`config.mk`:
```
export PLATFORM = sky130hd
export DESIGN_NAME = br_wb_arb
export DESIGN_NICKNAME = d
export VERILOG_FILES = /design/src/rtl/br_wb_arb_pkg.sv /design/src/rtl/br_scoreboard.sv /design/src/rtl/br_wb_arb.sv
export SDC_FILE = /design/constraint.sdc
export NUM_CORES = 1
export LEC_CHECK = 0
export BUFFER_PORTS_ARGS = -buffer_cell sky130_fd_sc_hd__buf_2
export CORE_MARGIN = 5
export CORE_UTILIZATION = 35
export DETAILED_ROUTE_END_ITERATION = 7
export SLEW_MARGIN = 20
export SYNTH_ARGS = -nofsm -noshare
export SYNTH_HDL_FRONTEND = slang
export SYNTH_SLANG_ARGS = --single-unit
```
`constraint.sdc`:
```
create_clock -name clk -period 3.2 [get_ports clk]
set_input_delay 0.48 -clock clk [delete_from_list [all_inputs] [get_ports clk]]
set_output_delay 0.48 -clock clk [all_outputs]
set_load 0.05 [all_outputs]
```
`src/rtl/br_wb_arb_pkg.sv`:
```
// br_wb_arb_pkg: shared processor widths and requester-select encoding
package br_wb_arb_pkg;
  localparam int DW_DEF = 32;
  localparam int AW_DEF = 5;
  localparam logic REQ_A = 1'b0;
  localparam logic REQ_B = 1'b1;
endpackage

```
`src/rtl/br_scoreboard.sv`:
```
// br_scoreboard: per-register pending-write bits with set/clear and hazard lookups
module br_scoreboard
  import br_wb_arb_pkg::*;
#(
  parameter int AW = AW_DEF
) (
  input  logic            clk,
  input  logic            rst_n,
  input  logic            set_en,
  input  logic [AW-1:0]   set_addr,
  input  logic            clr_en,
  input  logic [AW-1:0]   clr_addr,
  input  logic [AW-1:0]   iss_rd,
  input  logic [AW-1:0]   rs1,
  input  logic [AW-1:0]   rs2,
  output logic            iss_ready,
  output logic            hazard,
  output logic [2**AW-1:0] busy
);
  localparam int N = 2**AW;
  logic [N-1:0] one, set_v, clr_v;
  assign one = N'(1);
  assign set_v = set_en ? one << set_addr : '0;
  assign clr_v = clr_en ? one << clr_addr : '0;
  assign iss_ready = ~busy[iss_rd];
  assign hazard = busy[rs1] | busy[rs2];
  always_ff @(posedge clk or negedge rst_n)
    if (!rst_n) busy <= '0;
    else busy <= ((busy & ~clr_v) | set_v) & ~one;
endmodule

```
`src/rtl/br_wb_arb.sv`:
```
// br_wb_arb: round-robin writeback arbiter with register scoreboard
module br_wb_arb
  import br_wb_arb_pkg::*;
#(
  parameter int DW = DW_DEF,
  parameter int AW = AW_DEF
) (
  input  logic             clk,
  input  logic             rst_n,
  input  logic             stall,
  input  logic             a_valid,
  input  logic [AW-1:0]    a_addr,
  input  logic [DW-1:0]    a_data,
  output logic             a_ready,
  input  logic             b_valid,
  input  logic [AW-1:0]    b_addr,
  input  logic [DW-1:0]    b_data,
  output logic             b_ready,
  input  logic             iss_valid,
  input  logic [AW-1:0]    iss_rd,
  output logic             iss_ready,
  input  logic [AW-1:0]    rs1,
  input  logic [AW-1:0]    rs2,
  output logic             hazard,
  output logic             rw,
  output logic [AW-1:0]    wa,
  output logic [DW-1:0]    din,
  output logic [2**AW-1:0] busy
);
  logic ptr, xfer, both;
  logic [AW-1:0] g_addr;
  logic [DW-1:0] g_data;
  assign both = a_valid & b_valid;
  assign a_ready = ~stall & a_valid & (~b_valid | ptr == REQ_A);
  assign b_ready = ~stall & b_valid & (~a_valid | ptr == REQ_B);
  assign xfer = a_ready | b_ready;
  assign g_addr = b_ready ? b_addr : a_addr;
  assign g_data = b_ready ? b_data : a_data;
  always_ff @(posedge clk or negedge rst_n)
    if (!rst_n) begin
      ptr <= REQ_A;
      rw <= 1'b0;
      wa <= '0;
      din <= '0;
    end else begin
      rw <= xfer & (g_addr != '0);
      if (xfer) begin
        wa <= g_addr;
        din <= g_data;
      end
      if (xfer & both) ptr <= a_ready ? REQ_B : REQ_A;
    end
  br_scoreboard #(.AW(AW)) u_sb (
    .clk(clk),
    .rst_n(rst_n),
    .set_en(iss_valid & iss_ready),
    .set_addr(iss_rd),
    .clr_en(xfer),
    .clr_addr(g_addr),
    .iss_rd(iss_rd),
    .rs1(rs1),
    .rs2(rs2),
    .iss_ready(iss_ready),
    .hazard(hazard),
    .busy(busy)
  );
endmodule
```
=== Word-level counts from Yosys, hierarchy flattened ===
Cells that the tools add are included.

* Shift-type cells: 2
* Reduce and logical (&&, ||, !) cells: 1
* $lt $le $gt $ge: 3
* Bitwise gates (word level): 20
* Mux-type cells: 11

{| class="wikitable"
|+ Operators by type and width
! cell !! count
|-
| $mux W32 || 3
|-
| $shl A1 B5 Y32 const A || 2
|-
| $and A32 B32 Y32 || 1
|-
| $not A32 Y32 || 1
|-
| $or A32 B32 Y32 || 1
|-
| $lt A5 B6 Y1 const B || 3
|-
| $bmux W1 S5 || 3
|-
| $and A1 B1 Y1 || 8
|-
| $mux W5 || 1
|-
| $not A1 Y1 || 5
|-
| $reduce_bool A5 Y1 || 1
|-
| $mux W1 || 4
|-
| $or A1 B1 Y1 || 4
|}

* Output and inout port bits: 74
* Input bits: 95
* Logic and storage cells: 42
* Register bits: 70

=== Longest topological paths before layout ===
Gate-level depths: netlist of run 1.

* Word-level depth: 9
* Mapped depth: 9
* Depth with buffers taken out: 5

=== By module ===
Synthesis of run 1 repeated with hierarchy kept, for this count alone.

* Cells, all modules: 359
* Area total of the unflattened synthesis: 3991.3 µm²

{| class="wikitable"
|+ Modules (own cells, without submodules)
! module !! instances !! area an instance (µm²) !! cells an instance !! seq. area each (µm²)
|-
| br_scoreboard || 1 || 2097.0 || 197 || 775.7
|-
| br_wb_arb || 1 || 1894.3 || 162 || 975.9
|}

=== Worst setup path after synthesis of run 1 ===
OpenSTA, ideal clock, no wires.

* Path kind: input -> output
* Start: input rs1[0]
* End: output hazard
* Path slack: 0.268 ns
* Buffers on the path: 1
* Stages: 5
* Arrival time: 2.452 ns
* Data required time: 2.720 ns
* Cell sequence: clkbuf_1 -> mux4_2 -> mux4_2 -> mux2i_1 -> o211ai_1

* Cells in the longest elaborated chain, start to end: 3

{| class="wikitable"
|+ RTL lines
! element !! line !! RTL
|-
| start: declaration || br_wb_arb.sv:22 || <nowiki>input logic [AW-1:0] rs1,</nowiki>
|-
| $bmux W1 S5 || br_scoreboard.sv:26 || <nowiki>assign hazard = busy[rs1] | busy[rs2];</nowiki>
|-
| $mux W1 (implied by the code) || br_scoreboard.sv:26 ||
|-
| $or A1 B1 Y1 || br_scoreboard.sv:26 ||
|-
| end: declaration || br_wb_arb.sv:24 || <nowiki>output logic hazard,</nowiki>
|}

Every way passes these cells. The select of a mux whose other input is x is not followed.

=== Final worst setup path of run 1 ===
* Start: register u_sb.busy[8]
* End: output iss_ready

* Cells in the longest elaborated chain, start to end: 3

{| class="wikitable"
|+ RTL lines
! element !! line !! RTL
|-
| start: declaration || br_scoreboard.sv:18 || <nowiki>output logic [2**AW-1:0] busy</nowiki>
|-
| start signal: assignment || br_scoreboard.sv:29 || <nowiki>else busy <= ((busy & ~clr_v) | set_v) & ~one;</nowiki>
|-
| $bmux W1 S5 || br_scoreboard.sv:25 || <nowiki>assign iss_ready = ~busy[iss_rd];</nowiki>
|-
| $mux W1 (implied by the code) || br_scoreboard.sv:25 ||
|-
| $not A1 Y1 || br_scoreboard.sv:25 ||
|-
| end: declaration || br_wb_arb.sv:21 || <nowiki>output logic iss_ready,</nowiki>
|}

Every way passes these cells. The select of a mux whose other input is x is not followed.

==> results.tsv, run 1 <==
stage	metric	value	unit
worst_setup_path	critical_path.top_delay_family	multiplexers	
finish	final_core_util	0.461	
clock_network	cts_max_path_buffers	2	
floorplanning	boundaryPins	169	
worst_setup_path	crit_type	reg -> out	
sta	skew	6.19	ps
worst_setup_path	timing.critical_path.slowest_cell_delay	470	ps
sta	post-route-period-util	0.857	
logic_synthesis	syn_nets	508	
job	drv.max_cap_violation_count	0	
finish	fillers	1153	
logic_synthesis	post_synth.cell_area_avg	10.3	um^2
global_route	first_pass_grt_wire_length	21.0	mm
clock_network	cts-htree-levels	3	
worst_setup_path	timing.critical_path.required	2720	ps
finish	post_route_cells_drive_above_1_share	0.395	
worst_setup_path	critPathLaunchType	flip-flop	
logic_synthesis	post_synth_num_cell_types	42	
global_route	global_routing_usage_summed_across_all_routing_layers	0.182	
sta	post_route_setup_tns	0	ps
worst_setup_path	worst_path_max_delay_cell	mux4_2	
detailed_routing	initialDrtViolationCount	135	
outcome	outcome	complete, no violations	
global_route	grt_pass1_vias	3951	
clock_network	clk_latency	330	ps
sta	worst-slew-pin-transition	843	ps
sta	fin_crit	2740	ps
clock_network	quantity_of_gates_resized_following_cts	0	
detailed_routing	postRouteWirelength	13.0	mm
floorplanning	die_width	120	um
finish	layout_common_cells	167 x buf_2, 70 x dfrtp_1, 62 x o21ai_0	
global_route	grt_antenna_before_repair	0	
place	hpwlAfterDp	10.3	mm
floorplanning	fp.dieArea	14500	um^2
floorplanning	die_y	120	um
clock_network	cts.clk_slew.worst_paths	60	ps
sta	final-max-slew-violation-count	0	
detailed_routing	avg_vias_per_cell	5.38	
logic_synthesis	netlist_instances	413	
sta	rsz0062_at_grt	no	
logic_synthesis	synth-seq-area-share	0.410	
sta	hold_viol_final	0	
clock_network	cts_root_buffer	clkbuf_16	
floorplanning	floorplan.initialDensity	0.356	
power	p_per_area	748	nW/um^2
clock_network	post_cts_hold_buffer_count	0	
min_path	hold_path.class	in -> async	
detailed_routing	drt_pre_antenna_iters	4	
worst_setup_path	worst-path-buf-inv	1	
sta	timing.fmax	364	MHz
finish	multi_input_comb_area	2350	um^2
detailed_routing	drcViolationCount	0	
global_route	pin_count_of_the_biggest_net_entering_global_routing	47	
finish	layout_commonest_cell	buf_2	
place	routabilityCongestion	0.907	
finish	final_net_count	664	
logic_synthesis	yosys_synthesis_warning_count	0	
worst_setup_path	critical_path_peak_fanout	5	
power	worst_ir_drop_vdd	0.254	mV
power	power_leakage	2.76	nW
global_route	global_route.overflow_total	0	
floorplanning	num_rows	40	
floorplanning	core_area	12000	um^2
logic_synthesis	mappedNetlistArea	4270	um^2
clock_network	cts_tree	done	
worst_setup_path	path_cells	mux4_2, mux2_2, a221oi_4, a221o_1, buf_2	
detailed_routing	avgRoutedWirePerCell	18.0	um
worst_setup_path	worst_ep_arrival_time	2260	ps
finish	flow.area_growth_from_synthesis	29.6	%
sta	finalSetupViolCount	0	
place	pre_cts_ws	444	ps
logic_synthesis	postSynthRegisterBits	70	
finish	diodes	0	
worst_setup_path	cp-end-kind	output port	
clock_network	cts_setup_buffers	0	
finish	layout.area.seq	1750	um^2
sta	setup_ws	456	ps
clock_network	numCtsBuffers	9	
place	placement.io_buffers	167	
sta	max-slew-margin-rel	0.438	
detailed_routing	antenna_violating_nets_post_route	0	
clock_network	cts.sinks	70	
detailed_routing	num_vias	3880	
==> final cells by class <==
class / instances / area share
clock inverters: 4 / 0.0127
clock buffers: 12 / 0.0445
flip-flops and latches: 70 / 0.317
repair buffers: 176 / 0.163
multi-input cells: 306 / 0.426
inverters: 6 / 0.00407
well taps: 147 / 0.0332
==> metal layers <==
layer	up-vias	part of all wire	track usage
met5	-	0	0
met4	0	0.011	0.0524
met3	14	0.094	0.0547
met2	195	0.46	0.293
met1	1817	0.43	0.239
li1	1854	-	-
==> synth_stat cells, drive strengths merged <==
master | instances | area, um^2
o211ai | 4 | 30.0
o21ai | 65 | 325
nor3 | 2 | 10.0
nand4 | 1 | 6.26
conb | 1 | 3.75
nor4 | 3 | 18.8
nor2 | 12 | 45.0
mux2 | 8 | 90.1
a21bo | 1 | 10.0
mux4 | 21 | 473
inv | 5 | 18.8
a22oi | 3 | 22.5
a221o | 2 | 20.0
and3 | 1 | 6.26
nor2b | 8 | 50.1
xor2 | 1 | 8.76
o31ai | 3 | 22.5
nand2b | 11 | 68.8
a221oi | 2 | 35.0
dfrtp | 70 | 1750
a31o | 1 | 8.76
or3 | 1 | 6.26
buf | 14 | 93.8
a31oi | 2 | 12.5
o32ai | 1 | 8.76
nand3 | 21 | 105
o311a | 1 | 10.0
clkinv | 1 | 3.75
or2 | 4 | 25.0
clkbuf | 17 | 63.8
o41ai | 1 | 8.76
a32o | 15 | 150
mux2i | 52 | 521
a21oi | 5 | 25.0
and2 | 3 | 18.8
nand2 | 49 | 184
a311oi | 1 | 8.76
==> cells by family (layout without fill, tap and decap cells) <==
family | Yosys count | after routing | share of synthesized area
AOI/OAI and AO/OA | 107 | 107 | 0.163
xor gates and xnor gates | 1 | 1 | 0.00205
buffers and inverters | 37 | 198 | 0.0422
DFF | 70 | 70 | 0.410
muxes | 81 | 81 | 0.254
other | 1 | 1 | 0.000878
and+or+nand+nor | 116 | 116 | 0.127
==> worst paths after layout <==
path / from / endpoint / slack [ps] / cells after the start
worst max-delay path: u_sb.busy[8] / iss_ready / 460 / 5
max in group asynchronous: rst_n / u_sb.busy[1] / 2130 / 2
worst max register to register: u_sb.busy[8] / u_sb.busy[17] / 1060 / 6
min in group clk: b_data[18] / din[18] / 440 / 3
worst min-delay path: rst_n / din[31] / 240 / 1
worst min register to register: din[7] / din[7] / 470 / 2
==> power breakdown <==
group          internal, mW  switching [mW]  total [mW]
clock                 0.700           0.343        1.04
combinational         0.555            1.18        1.74
sequential             1.09           0.267        1.35
==> sequential cells by signal (all words and copies together) (netlist names) <==
register	cells
wa	5
din	32
rw	1
u_sb.busy	31
ptr	1
==> through the flow <==
stage | hold slack (ps) | power [mW] | std cells | instance area (um^2)
floorplan | 184 | 2.60 | 413 | 4270
global placement | 457 | 3.10 | 705 | 5220
detailed placement | 469 | 3.11 | 705 | 5220
CTS | 283 | 4.18 | 721 | 5530
global route | 347 | 4.35 | 721 | 5530
finish | 245 | 4.14 | 721 | 5530
(Power assumes the default switching activity.)
==> run 2: changes to the inputs <==
ABC_AREA = 1   (was not set)
CTS_BUF_LIST = sky130_fd_sc_hd__clkbuf_4   (was not set)
==> run 2 against run 1 <==
Sequential cell count unchanged. Total power increased by 5.7%. Non-clock buffer count decreased by 4. Clock power decreased by 46%. Synthesized area increased by 4.4%. Sequential power increased by 10%. Maximum frequency increased by 11%. Cell count increased by 35%. Highest routed layer unchanged.
==> results.tsv, run 2 <==
stage	metric	value	unit
outcome	outcome	complete, no violations	
logic_synthesis	postSynthRegisterBits	70	
power	power_leakage	2.74	nW
worst_setup_path	worst_path_max_delay_cell	nor2_2	
floorplanning	die_y	123	um
detailed_routing	initialDrtViolationCount	402	
global_route	global_route.overflow_total	0	
logic_synthesis	synth_enable_flop_cells	0	
logic_synthesis	biggest_area_consumer_among_synthesized_cells	dfrtp_1	
detailed_routing	num_vias	5055	
clock_network	cts_root_buffer	clkbuf_4	
power	power.share.sequential	0.341	
clock_network	numCtsBuffers	9	
finish	fillers	1357	
logic_synthesis	synth_top_area_share	0.393	
detailed_routing	postRouteWirelength	15.6	mm
worst_setup_path	timing.critical_path.required	3490	ps
logic_synthesis	post_synth_num_cell_types	31	
detailed_routing	highest-signal-layer	met4	
power	worst_ir_drop_vdd	0.432	mV
finish	final_net_count	890	
worst_setup_path	critical_path_peak_fanout	64	
finish	max_flop_register	din	
sta	final-max-slew-violation-count	0	
worst_setup_path	path_cells	inv_1, nand2_2, nand2_4, inv_4, nor2_2, inv_2, buf_4, nor2_1, a31oi_1	
detailed_routing	met2RoutedLength	7.12	mm
floorplanning	floorplan.initialDensity	0.355	
place	routabilityCongestion	0.927	
detailed_routing	avgRoutedWirePerCell	16.0	um
logic_synthesis	synth_area_leaders	dfrtp_1 39%, nand2_1 17%, nand3_1 9.0%	
logic_synthesis	synth_top_flop_cell	dfrtp_1	
sta	post-route-period-util	0.774	
finish	layout_common_cells	198 x nand2_1, 167 x buf_2, 83 x nor2_1	
place	hpwlAfterDp	11.9	mm
floorplanning	num_rows	41	
clock_network	cts.clk_slew.worst_paths	120	ps
logic_synthesis	synth-seq-area-share	0.393	
clock_network	cts_max_path_buffers	2	
power	p_per_area	805	nW/um^2
finish	layout_top_registers	din (32), u_sb.busy (31), wa (5)	
clock_network	cts.sinks	70	
finish	diodes	0	
sta	post_route_setup_tns	0	ps
floorplanning	core_area	12600	um^2
worst_setup_path	critPathLaunchType	flip-flop	
worst_setup_path	timing.critical_path.slowest_cell_delay	410	ps
sta	rsz0062_at_grt	no	
sta	finalHoldWorstSlack	283	ps
finish	post_route_cells_drive_above_1_share	0.264	
logic_synthesis	post_synth.cell_area_avg	6.81	um^2
finish	layout_commonest_cell	nand2_1	
sta	worst-slew-pin-transition	676	ps
sta	skew	14.9	ps
power	power.switching	2.43	mW
global_route	grt_antenna_before_repair	0	
finish	flip_flop_count_of_the_largest_register_all_copies_and_words_added	32	
clock_network	cts_tree	done	
clock_network	cts_setup_buffers	0	
sta	fin_crit	2480	ps
job	drv.max_cap_violation_count	0	
detailed_routing	antenna_violating_nets_post_route	0	
detailed_routing	avg_vias_per_cell	5.21	
clock_network	clk_latency	430	ps
worst_setup_path	cp-end-kind	flip-flop	
global_route	first_pass_grt_wire_length	25.2	mm
finish	final_core_util	0.432	
logic_synthesis	post-synth-top-count-cell	nand2_1	
sta	max-slew-margin-rel	0.549	
min_path	hold_path.class	in -> reg	
logic_synthesis	yosys_synthesis_warning_count	0	
sta	finalSetupViolCount	0	
clock_network	cts-htree-levels	3	
power	switching_share	0.555	
global_route	grt_pass1_vias	4900	
sta	timing.fmax	404	MHz
detailed_routing	m1WireLength	6.62	mm
floorplanning	boundaryPins	169	
logic_synthesis	synth_async_sr_flop_share	1.00	
worst_setup_path	crit_type	reg -> reg	
power	p_int	1.95	mW
logic_synthesis	mappedNetlistArea	4460	um^2
detailed_routing	routed-wl-met3	1.55	mm
finish	flow.area_growth_from_synthesis	21.9	%
floorplanning	fp.dieArea	15100	um^2
power	p_comb_frac	0.530	
detailed_routing	drcViolationCount	0	
sta	hold_viol_final	0	
detailed_routing	drt_pre_antenna_iters	6	
power	pwr-share-clk	0.129	
place	placement.io_buffers	167	
global_route	global_routing_usage_summed_across_all_routing_layers	0.211	
global_route	pin_count_of_the_biggest_net_entering_global_routing	65	
logic_synthesis	syn_nets	750	
logic_synthesis	netlist_instances	655	
floorplanning	die_width	123	um
logic_synthesis	synth_cell_count_leaders	198 x nand2_1, 83 x nor2_1, 80 x nand3_1, 70 x dfrtp_1, 34 x a31oi_1	
worst_setup_path	worst_ep_arrival_time	2770	ps
## run 2: changes by cell type after synthesis, sizes merged, moves of 8 or more
cell,before,now
a21oi,5,13
a31oi,2,34
a32o,15,0
buf,14,23
inv,5,37
mux2,8,0
mux2i,52,0
mux4,21,0
nand2,49,205
nand2b,11,0
nand3,21,80
nor2,12,87
nor2b,8,0
o211ai,4,12
## run 2: layer usage
| layer | vias up | global-route usage |
|---|---|---|
| met5 | - | 0 |
| li1 | 2448 | - |
| met4 | 0 | 0.0686 |
| met1 | 2327 | 0.281 |
| met3 | 24 | 0.0525 |
| met2 | 256 | 0.335 |
## run 2: worst max-delay path, delay by kind of cell, from the launching register on
family                 cells  cell delay (ps)
AOI/OAI and AO/OA          1               60
buffers and inverters      4              800
DFF                        1              370
and+or+nand+nor            4             1050
## run 2: path summary, 6_finish.rpt
| path | slack [ps] | start | endpoint | depth (start not counted) |
|---|---|---|---|---|
| setup / recovery | 720 | ptr | din[18] | 9 |
| hold / removal | 280 | b_data[17] | din[17] | 3 |
| setup reg to reg | 720 | ptr | din[18] | 9 |
| hold reg to reg | 500 | wa[4] | wa[4] | 2 |
| max in group asynchronous | 1600 | rst_n | u_sb.busy[27] | 3 |
| min in group asynchronous | 550 | rst_n | wa[0] | 2 |
## run 2: cell type report
class | count | area, um^2 | share of cell area
Clock inverter | 6 | 63.8 | 0.0117
Inverter | 38 | 145 | 0.0267
Tap cell | 172 | 215 | 0.0396
Multi-Input combinational cell | 504 | 2320 | 0.426
Timing Repair Buffer | 172 | 876 | 0.161
Clock buffer | 9 | 67.6 | 0.0124
Sequential cell | 70 | 1750 | 0.322
## run 2: kinds of logic (layout without fill, tap and decap cells)
logic type             after synthesis  after routing  share of synthesized area
AND/OR/NAND/NOR                    378            378                      0.355
AO/OA/AOI/OAI                      124            124                      0.162
buffers and inverters               81            225                     0.0878
flip-flops                          70             70                      0.393
other                                1              1                   0.000841
XOR/XNOR                             1              1                    0.00196
## run 2: power groups by stage
stage               logic, mW  clock network, mW  registers, mW
global route             2.49              0.623           1.53
CTS                      2.33              0.586           1.49
detailed placement       2.34                  0           1.50
floorplan               0.729                  0           2.45
global placement         2.30                  0           1.50
finish                   2.32              0.565           1.49
## run 2: through the flow
step / total power, mW / cells / cell area (um^2) / setup WS (ps)
3_5_place_dp: 3.84 / 955 / 5290 / 517
5_1_grt: 4.65 / 971 / 5440 / 506
4_1_cts: 4.41 / 971 / 5440 / 702
6_report: 4.37 / 971 / 5440 / 723
3_3_place_gp: 3.80 / 955 / 5290 / 661
2_1_floorplan: 3.18 / 655 / 4460 / 1040
## run 2: repair_timing
action | 4_1_cts | 5_1_grt
endpoints found under the hold margin | 19 | 0
setup endpoints to repair | 0 | 0
resized for setup | 0 | 0
hold buffers | 1 | 0
==> run 3: changes to the inputs <==
clock period = 2 ns   (was 3.2 ns; I/O delays follow)
==> run 3 against run 2 <==
Sequential power increased by 61%. Die area is the same. Routed wire length fell by 1.9%. Clock-buffer cell count increased by 1. Worst setup slack got worse by 720 ps. Via count is essentially flat. Combinational power increased by 68%. Non-clock buffer count up 24. Register-to-register slack got worse by 540 ps. Core utilization is 2.6 points higher. First-iteration DRC count is 19% lower. Clock power up 91%. Critical endpoint is now hazard. Largest cell class unchanged. Largest power group unchanged.
==> results.tsv, run 3 (synthesized netlist as in run 2, its figures left out) <==
stage	metric	value	unit
place	hpwlAfterDp	11.7	mm
sta	fin_crit	2000	ps
power	total_power	7.37	mW
sta	setup_ws	0.365	ps
job	drv.max_cap_violation_count	0	
min_path	hold_path.class	in -> reg	
worst_setup_path	cp-end-kind	output port	
clock_network	cts_max_path_buffers	2	
detailed_routing	avg_vias_per_cell	5.07	
clock_network	cts-htree-levels	3	
min_path	min_delay_path_depth	3	
worst_setup_path	worst_ep_arrival_time	1700	ps
global_route	grt_pass1_vias	4996	
clock_network	numCtsBuffers	9	
finish	max_flop_register	din	
detailed_routing	initialDrtViolationCount	326	
floorplanning	fp.dieArea	15100	um^2
finish	layout_common_cells	197 x nand2_1, 164 x buf_2, 83 x nor2_1	
worst_setup_path	critical_path.reg2reg.startpoint	u_sb.busy[9]	
sta	timing.fmax	500	MHz
floorplanning	core_area	12600	um^2
worst_setup_path	crit_type	reg -> out	
floorplanning	num_rows	41	
detailed_routing	antenna_violating_nets_post_route	0	
floorplanning	floorplan.initialDensity	0.355	
sta	skew	20.4	ps
outcome	outcome	complete, no violations	
worst_setup_path	path_cells	inv_1, o211ai_1, nand3_1, nand2_1, nand2_1, nand3b_1, nand2_1, nand2_1, buf_6	
floorplanning	die_y	123	um
sta	max-slew-margin-rel	0.546	
place	placement.io_buffers	167	
clock_network	cts_root_buffer	clkbuf_4	
worst_setup_path	r2r.worst_path.cells	12	
place	routabilityCongestion	0.902	
worst_setup_path	crit-reg2reg-capture	u_sb.busy[14]	
worst_setup_path	timing.critical_path.slowest_cell_delay	460	ps
worst_setup_path	crit_top_cell	nand2_1	
detailed_routing	drcViolationCount	0	
detailed_routing	num_vias	5054	
finish	final_cell_count_no_fill	997	
power	p_per_area	1280	nW/um^2
sta	rsz0062_at_grt	yes	
global_route	pin_count_of_the_biggest_net_entering_global_routing	65	
power	power_leakage	2.89	nW
worst_setup_path	critPathLaunchType	flip-flop	
finish	layout_commonest_cell	nand2_1	
clock_network	clk_latency	420	ps
finish	fillers	1314	
sta	hold_viol_final	0	
min_path	hold-path-endpoint	din[10]	
clock_network	cts.sinks	70	
finish	flip_flop_count_of_the_largest_register_all_copies_and_words_added	32	
floorplanning	boundaryPins	169	
power	worst_ir_drop_vdd	0.732	mV
global_route	grt_antenna_before_repair	0	
min_path	worst_hold_startpoint	b_data[10]	
finish	final_core_util	0.459	
sta	final-max-slew-violation-count	0	
worst_setup_path	worst-r2r-setup-slack	180	ps
detailed_routing	postRouteWirelength	15.3	mm
global_route	global_route.overflow_total	0	
worst_setup_path	critical_path_peak_fanout	4	
clock_network	cts_tree	done	
global_route	first_pass_grt_wire_length	24.2	mm
clock_network	cts.clk_slew.worst_paths	120	ps
place	pre_cts_ws	134	ps
worst_setup_path	timing.critical_path.required	1700	ps
sta	post-route-period-util	1.00	
finish	final_net_count	914	
sta	finalSetupViolCount	0	
finish	layout_top_registers	din (32), u_sb.busy (31), wa (5)	
global_route	global_routing_usage_summed_across_all_routing_layers	0.202	
sta	worst-slew-pin-transition	681	ps
worst_setup_path	worst_path_max_delay_cell	dfrtp_1	
place	post-place-cells	967	
detailed_routing	avgRoutedWirePerCell	15.3	um
finish	post_route_cells_drive_above_1_share	0.317	
floorplanning	die_width	123	um
detailed_routing	drt_pre_antenna_iters	5	
finish	flow.area_growth_from_synthesis	29.3	%
==> run 3: how the worst max path moves through the flow <==
stage	from	to	slack, ps	depth (start not counted)
after global placement	rs1[0]	hazard	140	10
after floorplan	u_sb.busy[16]	hazard	130	8
after global routing	u_sb.busy[20]	hazard	-130	9
after detailed placement	iss_rd[0]	iss_ready	130	9
after CTS	u_sb.busy[2]	hazard	-30	8
final	u_sb.busy[11]	hazard	0.4	9
==> run 3: per-stage QoR <==
stage / instance area (um^2) / setup TNS [ps] / hold WS (ps)
final: 5770 / 0 / 116
after global routing: 5770 / -169 / 78.2
after global placement: 5420 / 0 / 366
after CTS: 5640 / -26.0 / 80.1
after floorplan: 4460 / 0 / 4.41
after detailed placement: 5420 / 0 / 368
==> run 3: area by class of cell <==
class / instances / area [um^2] / area share
Timing Repair Buffer: 196 / 1110 / 0.193
Clock inverter: 6 / 93.8 / 0.0163
Tap cell: 172 / 215 / 0.0373
Antenna cell: 1 / 2.50 / 0.000434
Sequential cell: 70 / 1770 / 0.307
Multi-Input combinational cell: 504 / 2350 / 0.408
Clock buffer: 10 / 75.1 / 0.0130
Inverter: 38 / 148 / 0.0256
==> run 3: metal layers <==
metal	vias up	part of all wire	track usage
li1	2493	-	-
met1	2274	0.42	0.261
met2	266	0.45	0.328
met4	0	0.020	0.0728
met5	-	0	0
met3	21	0.10	0.0512
==> run 3: where the power goes <==
part | switching [mW] | internal (mW)
logic | 2.90 | 0.999
registers | 0.491 | 1.91
clock network | 0.545 | 0.532
total | 3.93 | 3.44
==> run 3: timing repair <==
action,4_1_cts,5_1_grt
pin swaps,4,8
gates resized for setup,20,18
endpoints found under the setup margin,3,3
setup buffers,3,10
endpoints found under the hold margin,24,0
hold buffers,1,0
==> run 3: worst max-delay path: cells and delay by family, from the launching register on <==
kind / cells / cell delay (ps)
flip-flops: 1 / 460
AND/OR/NAND/NOR: 6 / 390
buffers and inverters: 2 / 250
AO/OA/AOI/OAI: 1 / 180
